[config.mk]
export PLATFORM = sky130hd
export DESIGN_NAME = linkspeed_rx
export DESIGN_NICKNAME = d
export VERILOG_FILES = /design/src/rtl/ltsm_sb_pkg.sv /design/src/rtl/linkspeed_rx_req_buf.sv /design/src/rtl/linkspeed_rx.sv
export SDC_FILE = /design/constraint.sdc
export NUM_CORES = 1
export LEC_CHECK = 0
export ABC_AREA = 1
export BUFFER_PORTS_ARGS = -buffer_cell sky130_fd_sc_hd__buf_2
export CAP_MARGIN = 0
export CORE_MARGIN = 10
export CORE_UTILIZATION = 46
export DETAILED_ROUTE_END_ITERATION = 6
export GPL_TIMING_DRIVEN = 0
export PLACE_DENSITY = 0.74
export SLEW_MARGIN = 20
export SYNTH_ARGS = -nofsm -noshare
export SYNTH_HDL_FRONTEND = slang
export SYNTH_SLANG_ARGS = --single-unit
[constraint.sdc]
create_clock -name clk -period 1.45 [get_ports clk]
set_input_delay 0.145 -clock clk [delete_from_list [all_inputs] [get_ports clk]]
set_output_delay 0.145 -clock clk [all_outputs]
set_load 0.02 [all_outputs]
[src/rtl/ltsm_sb_pkg.sv]
// Sideband message codes and state type for the MBTRAIN.LINKSPEED handshake.
// Shared by the LINKSPEED initiator and responder FSMs.
package ltsm_sb_pkg;

  localparam int unsigned MSG_W = 4;

  localparam logic [MSG_W-1:0] START_REQ                  = MSG_W'(1);
  localparam logic [MSG_W-1:0] START_RESP                 = MSG_W'(2);
  localparam logic [MSG_W-1:0] ERROR_REQ                  = MSG_W'(3);
  localparam logic [MSG_W-1:0] ERROR_RESP                 = MSG_W'(4);
  localparam logic [MSG_W-1:0] EXIT_TO_REPAIR_REQ         = MSG_W'(5);
  localparam logic [MSG_W-1:0] EXIT_TO_REPAIR_RESP        = MSG_W'(6);
  localparam logic [MSG_W-1:0] EXIT_TO_SPEED_DEGRADE_REQ  = MSG_W'(7);
  localparam logic [MSG_W-1:0] EXIT_TO_SPEED_DEGRADE_RESP = MSG_W'(8);
  localparam logic [MSG_W-1:0] DONE_REQ                   = MSG_W'(9);
  localparam logic [MSG_W-1:0] DONE_RESP                  = MSG_W'(10);
  localparam logic [MSG_W-1:0] EXIT_TO_PHYRETRAIN_REQ     = MSG_W'(11);
  localparam logic [MSG_W-1:0] EXIT_TO_PHYRETRAIN_RESP    = MSG_W'(12);

  typedef enum logic [2:0] {
    LS_IDLE           = 3'd0,
    LS_WAIT_START_REQ = 3'd1,
    LS_POINT_TEST     = 3'd2,
    LS_WAIT_REQ       = 3'd3,
    LS_TEST_FINISHED  = 3'd4
  } linkspeed_state_e;

endpackage

[src/rtl/linkspeed_rx_req_buf.sv]
// One-entry buffer holding the latest partner request seen while the point test runs.
// Clear has priority over load; load has priority over consume.
module linkspeed_rx_req_buf #(
  parameter int unsigned MSG_W = ltsm_sb_pkg::MSG_W
) (
  input  logic             clk,
  input  logic             rst,
  input  logic             i_clr,
  input  logic             i_load,
  input  logic [MSG_W-1:0] i_msg,
  input  logic             i_consume,
  output logic             o_valid,
  output logic [MSG_W-1:0] o_msg
);
  import ltsm_sb_pkg::*;

  logic             r_valid;
  logic [MSG_W-1:0] r_msg;

  always_ff @(posedge clk or posedge rst) begin
    if (rst) begin
      r_valid <= 1'b0;
      r_msg   <= '0;
    end else if (i_clr) begin
      r_valid <= 1'b0;
      r_msg   <= '0;
    end else if (i_load) begin
      r_valid <= 1'b1;
      r_msg   <= i_msg;
    end else if (i_consume) begin
      r_valid <= 1'b0;
    end
  end

  assign o_valid = r_valid;
  assign o_msg   = r_msg;

endmodule

[src/rtl/linkspeed_rx.sv]
// MBTRAIN.LINKSPEED responder: answers partner sideband requests, runs the Rx
// point test and records the partner's requested exit path as sticky flags.
module linkspeed_rx #(
  parameter int unsigned NUM_LANES = 16,
  parameter int unsigned MSG_W     = ltsm_sb_pkg::MSG_W
) (
  input  logic                 clk,
  input  logic                 rst,
  input  logic                 i_en,
  input  logic [MSG_W-1:0]     i_sideband_message,
  input  logic                 i_sideband_valid,
  input  logic                 i_busy_negedge_detected,
  input  logic                 i_point_test_ack,
  input  logic [NUM_LANES-1:0] i_lanes_result,
  output logic [MSG_W-1:0]     o_sideband_message,
  output logic                 o_valid_tx,
  output logic                 o_point_test_en,
  output logic                 o_test_ack,
  output logic [NUM_LANES-1:0] o_lanes_result,
  output logic                 o_error_req_received,
  output logic                 o_repair_req_received,
  output logic                 o_speed_degrade_req_received,
  output logic                 o_phy_retrain_req_received
);
  import ltsm_sb_pkg::*;

  linkspeed_state_e     r_state;
  logic [MSG_W-1:0]     r_msg;
  logic                 r_valid_tx;
  logic                 r_point_test_en;
  logic                 r_test_ack;
  logic [NUM_LANES-1:0] r_lanes_result;
  logic                 r_err_flag;
  logic                 r_repair_flag;
  logic                 r_sd_flag;
  logic                 r_retrain_flag;

  logic                 w_buf_clr;
  logic                 w_buf_load;
  logic                 w_buf_consume;
  logic                 w_buf_valid;
  logic [MSG_W-1:0]     w_buf_msg;
  logic                 w_req_valid;
  logic [MSG_W-1:0]     w_req_msg;

  // Early requests are parked until WAIT_REQ; START_REQ is never parked.
  assign w_buf_clr     = (r_state == LS_IDLE);
  assign w_buf_load    = i_en && (r_state == LS_POINT_TEST) && i_sideband_valid &&
                         (i_sideband_message != MSG_W'(START_REQ));
  assign w_buf_consume = i_en && (r_state == LS_WAIT_REQ) && w_buf_valid;

  assign w_req_valid = w_buf_valid || i_sideband_valid;
  assign w_req_msg   = w_buf_valid ? w_buf_msg : i_sideband_message;

  linkspeed_rx_req_buf #(
    .MSG_W(MSG_W)
  ) u_req_buf (
    .clk      (clk),
    .rst      (rst),
    .i_clr    (w_buf_clr),
    .i_load   (w_buf_load),
    .i_msg    (i_sideband_message),
    .i_consume(w_buf_consume),
    .o_valid  (w_buf_valid),
    .o_msg    (w_buf_msg)
  );

  always_ff @(posedge clk or posedge rst) begin
    if (rst) begin
      r_state         <= LS_IDLE;
      r_msg           <= '0;
      r_valid_tx      <= 1'b0;
      r_point_test_en <= 1'b0;
      r_test_ack      <= 1'b0;
      r_lanes_result  <= '0;
      r_err_flag      <= 1'b0;
      r_repair_flag   <= 1'b0;
      r_sd_flag       <= 1'b0;
      r_retrain_flag  <= 1'b0;
    end else begin
      // A response loaded below overrides this clear.
      if (i_busy_negedge_detected) r_valid_tx <= 1'b0;

      if (r_state == LS_IDLE) begin
        r_msg           <= '0;
        r_valid_tx      <= 1'b0;
        r_point_test_en <= 1'b0;
        r_test_ack      <= 1'b0;
        r_lanes_result  <= '0;
        r_err_flag      <= 1'b0;
        r_repair_flag   <= 1'b0;
        r_sd_flag       <= 1'b0;
        r_retrain_flag  <= 1'b0;
        if (i_en) r_state <= LS_WAIT_START_REQ;
      end else if (!i_en) begin
        r_state <= LS_IDLE;
      end else begin
        case (r_state)
          LS_WAIT_START_REQ: begin
            if (i_sideband_valid && (i_sideband_message == MSG_W'(START_REQ))) begin
              r_msg           <= MSG_W'(START_RESP);
              r_valid_tx      <= 1'b1;
              r_point_test_en <= 1'b1;
              r_state         <= LS_POINT_TEST;
            end
          end
          LS_POINT_TEST: begin
            if (i_point_test_ack) begin
              r_lanes_result  <= i_lanes_result;
              r_point_test_en <= 1'b0;
              r_state         <= LS_WAIT_REQ;
            end
          end
          LS_WAIT_REQ: begin
            if (w_req_valid) begin
              case (w_req_msg)
                MSG_W'(DONE_REQ): begin
                  r_msg      <= MSG_W'(DONE_RESP);
                  r_valid_tx <= 1'b1;
                  r_test_ack <= 1'b1;
                  r_state    <= LS_TEST_FINISHED;
                end
                MSG_W'(ERROR_REQ): begin
                  r_msg      <= MSG_W'(ERROR_RESP);
                  r_valid_tx <= 1'b1;
                  r_err_flag <= 1'b1;
                end
                MSG_W'(EXIT_TO_REPAIR_REQ): begin
                  r_msg         <= MSG_W'(EXIT_TO_REPAIR_RESP);
                  r_valid_tx    <= 1'b1;
                  r_repair_flag <= 1'b1;
                  r_test_ack    <= 1'b1;
                  r_state       <= LS_TEST_FINISHED;
                end
                MSG_W'(EXIT_TO_SPEED_DEGRADE_REQ): begin
                  r_msg      <= MSG_W'(EXIT_TO_SPEED_DEGRADE_RESP);
                  r_valid_tx <= 1'b1;
                  r_sd_flag  <= 1'b1;
                  r_test_ack <= 1'b1;
                  r_state    <= LS_TEST_FINISHED;
                end
                MSG_W'(EXIT_TO_PHYRETRAIN_REQ): begin
                  r_msg          <= MSG_W'(EXIT_TO_PHYRETRAIN_RESP);
                  r_valid_tx     <= 1'b1;
                  r_retrain_flag <= 1'b1;
                  r_test_ack     <= 1'b1;
                  r_state        <= LS_TEST_FINISHED;
                end
                default: ;
              endcase
            end
          end
          LS_TEST_FINISHED: r_test_ack <= 1'b1;
          default:          r_state    <= LS_IDLE;
        endcase
      end
    end
  end

  assign o_sideband_message           = r_msg;
  assign o_valid_tx                   = r_valid_tx;
  assign o_point_test_en              = r_point_test_en;
  assign o_test_ack                   = r_test_ack;
  assign o_lanes_result               = r_lanes_result;
  assign o_error_req_received         = r_err_flag;
  assign o_repair_req_received        = r_repair_flag;
  assign o_speed_degrade_req_received = r_sd_flag;
  assign o_phy_retrain_req_received   = r_retrain_flag;

endmodule

==> Word-level counts from Yosys, hierarchy flattened <==
Cells that the tools add are included.
{ "word_totals": {"register_bits": 35, "elab_cells": 128, "input_bits": 26, "output_inout_bits": 27} }
{ "classes": {"n_reduce_logical": 33, "eq_ne": 22, "muxes": 61} }
{ "ops": {"columns": ["op", "n"], "rows": [
  ["16-bit 2-to-1 mux", 4],
  ["1-bit 2-to-1 mux", 37],
  ["4-bit 2-to-1 mux", 7],
  ["4-bit AND reduction", 6],
  ["3-bit 2-to-1 mux", 7],
  ["4-bit one-hot mux with 5 select lines", 1],
  ["2-bit nonzero test", 10],
  ["4-bit by 3-bit inequality test with 1-bit output, second input constant", 4],
  ["3-bit by 2-bit inequality test with 1-bit output, second input constant", 5],
  ["3-bit one-hot mux with 4 select lines", 1],
  ["3-bit nonzero test", 4],
  ["4-bit by 3-bit == test with 1-bit output, second input constant", 2],
  ["4-bit == test, second input constant", 2],
  ["4-bit one-hot mux with 2 select lines", 1],
  ["7-bit by 1-bit inequality test with 1-bit output, second input constant", 1],
  ["3-bit by 2-bit == test with 1-bit output, second input constant", 2],
  ["1-bit logical AND", 6],
  ["1-bit one-hot mux with 2 select lines", 3],
  ["6-bit AND reduction", 1],
  ["5-bit AND reduction", 1],
  ["5-bit OR reduction", 1],
  ["4-bit by 1-bit == test with 1-bit output, second input constant", 1],
  ["4-bit by 2-bit == test with 1-bit output, second input constant", 1],
  ["4-bit by 1-bit inequality test with 1-bit output, second input constant", 1],
  ["other kinds (7)", 7]
]} }

==> Depth between registers and ports, before layout <==
{ "logic_depth": {"ltp_word": 8, "ltp_mapped": 13, "ltp_nobuf": 12} }

==> Cells and area by module <==
From an unflattened synthesis, not the netlist that was laid out.
{ "hier_totals": {"hier_cells": 237, "hier_area_um2": 1836.8} }
{ "by_module_without_submodules": {"columns": ["mod", "area_each_um2", "cells_each", "seq_area_each_um2", "n_inst"], "rows": [
  ["linkspeed_rx", 1631.6, 213, 725.7, 1],
  ["linkspeed_rx_req_buf", 205.2, 24, 125.1, 1]
]} }

==> Least setup slack after synthesis <==
OpenSTA, ideal clock, no wires.
{ "synth_path": {"path_kind": "reg-to-reg", "start": "register u_req_buf.r_valid (netlist: u_req_buf.o_valid)", "end": "register r_state[0]", "n_path_buf": 1, "setup_ps": 117, "period_less_slack_ps": 1425, "t_required_ps": 1333, "t_arrival_ps": 1308, "path_stages_with_launch": 14, "slack_ps": 25, "path_cell_list": "dfrtp_1 > buf_6 > inv_8 > nand2_2 > nand2_2 > nand2_1 > nor2_2 > inv_1 > nand2_1 > nor2_1 > nand3_1 > nand3_1 > nand2_1 > nand2_1"} }
{ "synth_between": {"elab_chain_len": 5, "elab_cells_between_ends": 10, "classes_between": "eq/ne (6); mux (1); reduce/logical (3)"} }
{ "synth_rtl": {"columns": ["element", "line", "rtl"], "rows": [
  ["start: declaration", "linkspeed_rx_req_buf.sv:17", "logic r_valid;"],
  ["start signal: assignment", "linkspeed_rx_req_buf.sv:22", "r_valid <= 1'b0;"],
  ["start signal: assignment", "linkspeed_rx_req_buf.sv:25", "r_valid <= 1'b0;"],
  ["start signal: assignment", "linkspeed_rx_req_buf.sv:28", "r_valid <= 1'b1;"],
  ["4-bit 2-to-1 mux", "linkspeed_rx.sv:53", "assign w_req_msg = w_buf_valid ? w_buf_msg : i_sideband_message;"],
  ["4-bit == test / 4-bit by 3-bit == test with 1-bit output (equally long branches)", "linkspeed_rx.sv:116", "case (w_req_msg)"],
  ["4-bit OR reduction (no source line)", null, null],
  ["4-bit by 3-bit inequality test with 1-bit output (no source line)", null, null],
  ["6-bit AND reduction (no source line) (*)", null, null],
  ["end signal: assignment", "linkspeed_rx.sv:111", "r_state <= LS_WAIT_REQ;"],
  ["end signal: assignment", "linkspeed_rx.sv:121", "r_state <= LS_TEST_FINISHED;"],
  ["end signal: assignment", "linkspeed_rx.sv:133", "r_state <= LS_TEST_FINISHED;"],
  ["end: declaration", "linkspeed_rx.sv:27", "linkspeed_state_e r_state;"]
]} }
Every way passes the cells marked *; elsewhere a longest branch is shown, timed or not.
A chain may end at the register's enable or synchronous reset.

==> Worst setup path in the final report <==
Ends and elaborated chain as after synthesis.

==> flow_summary_export.csv <==
group,metric,value,unit
job,max_cap_viol_count,0,
critical_path,cpPeakStageDelay,0.39,ns
critical_path,cp.required,1.63,ns
critical_path,crit_type,"register to register",
power_and_ir_drop,p_leak,1.31,nW
grt,grt-ovfl-total,0,
floorplan,std_cell_rows,22,
placement,place_area,2120,µm²
timing,slew_headroom,0.529,
power_and_ir_drop,peakVddDrop,1000,µV
clock_tree,cts.clk_slew.worst_paths,0.07,ns
critical_path,cpLargestDelayFamily,"simple AND/OR/NAND/NOR gates",
route,wl_per_cell,15.1,µm
cells_and_area,finalInstanceArea,2530,µm²
route,first_pass_iters,4,
timing,hold_violations,0,
critical_path,path_cells,"buf_6 -> inv_8 -> nand2_1 -> nand2_2 -> nand2_4 -> nor2_2 -> inv_2 -> nand2_2 -> nor2_2 -> nand3_2 -> nand3_1 -> nand2_1 -> nand2_1",
floorplan,core,3740,µm²
placement,gp_congestion,0.873,
floorplan,io_pins,53,
critical_path,endpoint_kind,"register",
synthesis,synth-seq-cells,34,
grt,grtUsageMet2,0.225,
route,drtIter0Drc,155,
synthesis,syn_nets,232,
floorplan,die_area,6850,µm²
hold_path,holdPathEnd,"o_lanes_result[4]",
synthesis,ys_types,32,
timing,slew_violations,0,
grt,grt_use_met3,0.0420,
critical_path,crit_fanout,8,
synthesis,synthTopCellsByArea,"dfrtp_1, nand2_1, a32o_1, inv_1, nor2_1",
route,viasPerCell,5.31,
status,violations,"negative setup slack",
hold_path,hold_depth,2,
synthesis,synth_warnings,0,
synthesis,yosysTopAreaCell,"dfrtp_1",
synthesis,netlist_instances,206,
floorplan,die_w,82.8,µm
synthesis,seq_area_frac_synth,0.469,
timing,skew,0.00624,ns
critical_path,cpMostUsedCell,"nand2_1",
clock_tree,clkLatencyLatePin,0.29,ns
clock_tree,clock-sinks,34,
cells_and_area,mostFrequentLayoutCell,"buf_2",
critical_path,reg2reg_depth,13,
cells_and_area,fillers,312,
cells_and_area,final_cell_mix,"buf_2, nand2_1, dfrtp_1",
grt,antenna_found_initial,0,
critical_path,crit_slowest_cell,"dfrtp_1",
critical_path,reg2reg_slack,-0.05,ns
timing,worst_slack,-0.0451,ns
timing,rsz0062_at_grt,"true",
route,drc,0,
critical_path,startpoint_type,"register",
critical_path,r2r_start,"u_req_buf.o_valid",
grt,grt_use_met1,0.171,
floorplan,initial_core_util,0.484,
route,num_vias,1756,
placement,portBuffers,50,
grt,grt_busiest_layer,"met2",
cells_and_area,area_growth,39.6,%
grt,grt_max_degree,35,
synthesis,synth_area,1810,µm²
grt,grt_pass1_wl,7.53,mm
grt,track_usage,0.139,
timing,fmax,669,MHz
power_and_ir_drop,power_density,1580,nW/µm²
clock_tree,cts_tree,"yes",
cells_and_area,final_util,0.676,
route,final_antenna_net_count,0,
critical_path,cp.arrival,1.67,ns
hold_path,min-delay-start,"i_lanes_result[4]",
timing,layout_min_cycle_time,1.50,ns
clock_tree,cts-buffers-inserted,5,
placement,placedCellCount,304,
cells_and_area,layout-drive-gt1-share,0.481,
critical_path,path_buf_inv,3,
cells_and_area,finalNonFillerCells,331,
grt,grt_pass1_vias,1691,
status,status,"finished, violations left",
cells_and_area,finalNetCount,308,
route,wl,5.01,mm
cells_and_area,diodes,0,
synthesis,netlist.area_leader.share,0.469,
clock_tree,clock_path_buffers,2,
hold_path,hold_path.class,"input pin to register",
clock_tree,ctsHtreeMaxLevel,2,
clock_tree,root_buffer,"clkbuf_8",
power_and_ir_drop,p_total,4.00,mW
timing,post-route-period-util,1.03,
placement,dpl.hpwl,3.26,mm
critical_path,r2r-end,"r_state[0]",
floorplan,die_height,82.8,µm
synthesis,syn_area_per_cell,8.80,µm²
timing,final-setup-viol-count,6,
timing,tightestPinTransition,0.706,ns
-- cells in the mapped netlist --
master and instances:
bufinv_8 1, a21oi_2 1, clkbuf_1 2, inv_1 19, a21boi_0 1, o21ai_1 3
o22ai_1 3, buf_4 1, nand2_1 46, or2_1 1, nand4_1 5, dfrtp_1 34
a21oi_1 8, a32o_1 16, o21ai_2 1, buf_2 1, o31ai_1 2, buf_6 2
nand2_2 7, nand2_4 1, inv_8 1, inv_2 5, o2111ai_1 1, o21ai_0 6
nor2_2 2, a21oi_4 1, o21bai_1 1, nor2_4 4, nand3_1 9, conb_1 1
a31oi_4 1, nor2_1 19
-- stage by stage --
step                setup slack (ns)  TNS [ns]  hold WS [ns]
detailed placement            -0.241     -3.01         0.300
global placement              -0.215     -3.03         0.389
global route                  -0.176     -2.19         0.109
floorplan                     0.0254         0         0.278
CTS                          -0.0372   -0.0959        0.0929
finish                       -0.0451    -0.194        0.0992
-- repair_timing --
action,CTS,global route
pin swaps,17,7
cloned,1,1
endpoints found under the hold margin,34,0
setup endpoints to repair,30,28
buffers inserted,9,7
hold buffers,1,0
resized for setup,32,18
-- registers in the layout, indices dropped and copies added, names as in the netlist --
name                          flops
o_lanes_result                   16
o_error_req_received              1
u_req_buf.o_msg                   4
o_phy_retrain_req_received        1
u_req_buf.o_valid                 1
o_speed_degrade_req_received      1
o_point_test_en                   1
r_state                           3
o_repair_req_received             1
o_test_ack                        1
o_sideband_message                3
o_valid_tx                        1
-- layout make-up --
| type | instances | area [µm²] | share of cell area |
|---|---|---|---|
| flip-flops and latches | 34 | 855 | 0.338 |
| clock buffers | 5 | 68.8 | 0.0272 |
| plain buffers | 6 | 45.0 | 0.0178 |
| clock inverters | 3 | 40.0 | 0.0158 |
| repair buffers | 69 | 397 | 0.157 |
| inverters | 26 | 124 | 0.0489 |
| multi-input cells | 140 | 942 | 0.372 |
| well taps | 48 | 60.1 | 0.0237 |
-- cell families after synthesis --
logic type / count (synthesis) / synth area share
other: 1 / 0.00207
AOI/OAI and AO/OA: 45 / 0.197
DFF: 34 / 0.469
and+or+nand+nor: 94 / 0.242
buffers and inverters: 32 / 0.0890
-- power breakdown --
group	total (mW)	leakage, nW	switching [mW]	internal [mW]
Sequential	1.22	0.461	0.113	1.11
Combinational	1.93	0.789	1.18	0.755
Clock	0.853	0.0579	0.347	0.505
Total	4.00	1.31	1.64	2.37
-- layer usage --
| layer | vias up | part of all wire |
|---|---|---|
| met5 | - | 0 |
| met4 | 0 | 0.012 |
| met3 | 8 | 0.064 |
| met2 | 52 | 0.50 |
| met1 | 847 | 0.42 |
| li1 | 849 | - |
-- worst max-delay path by stage --
stage,from,endpoint,depth (start not counted)
2_1_floorplan,u_req_buf.o_valid,r_state[0],13
6_report,u_req_buf.o_valid,r_state[0],13
4_1_cts,u_req_buf.o_valid,r_state[0],13
3_3_place_gp,r_state[2],u_req_buf.o_msg[1],6
3_5_place_dp,r_state[2],u_req_buf.o_msg[2],6
5_1_grt,u_req_buf.o_valid,o_sideband_message[1],10
No activity file was read; power rests on OpenSTA's default activity.
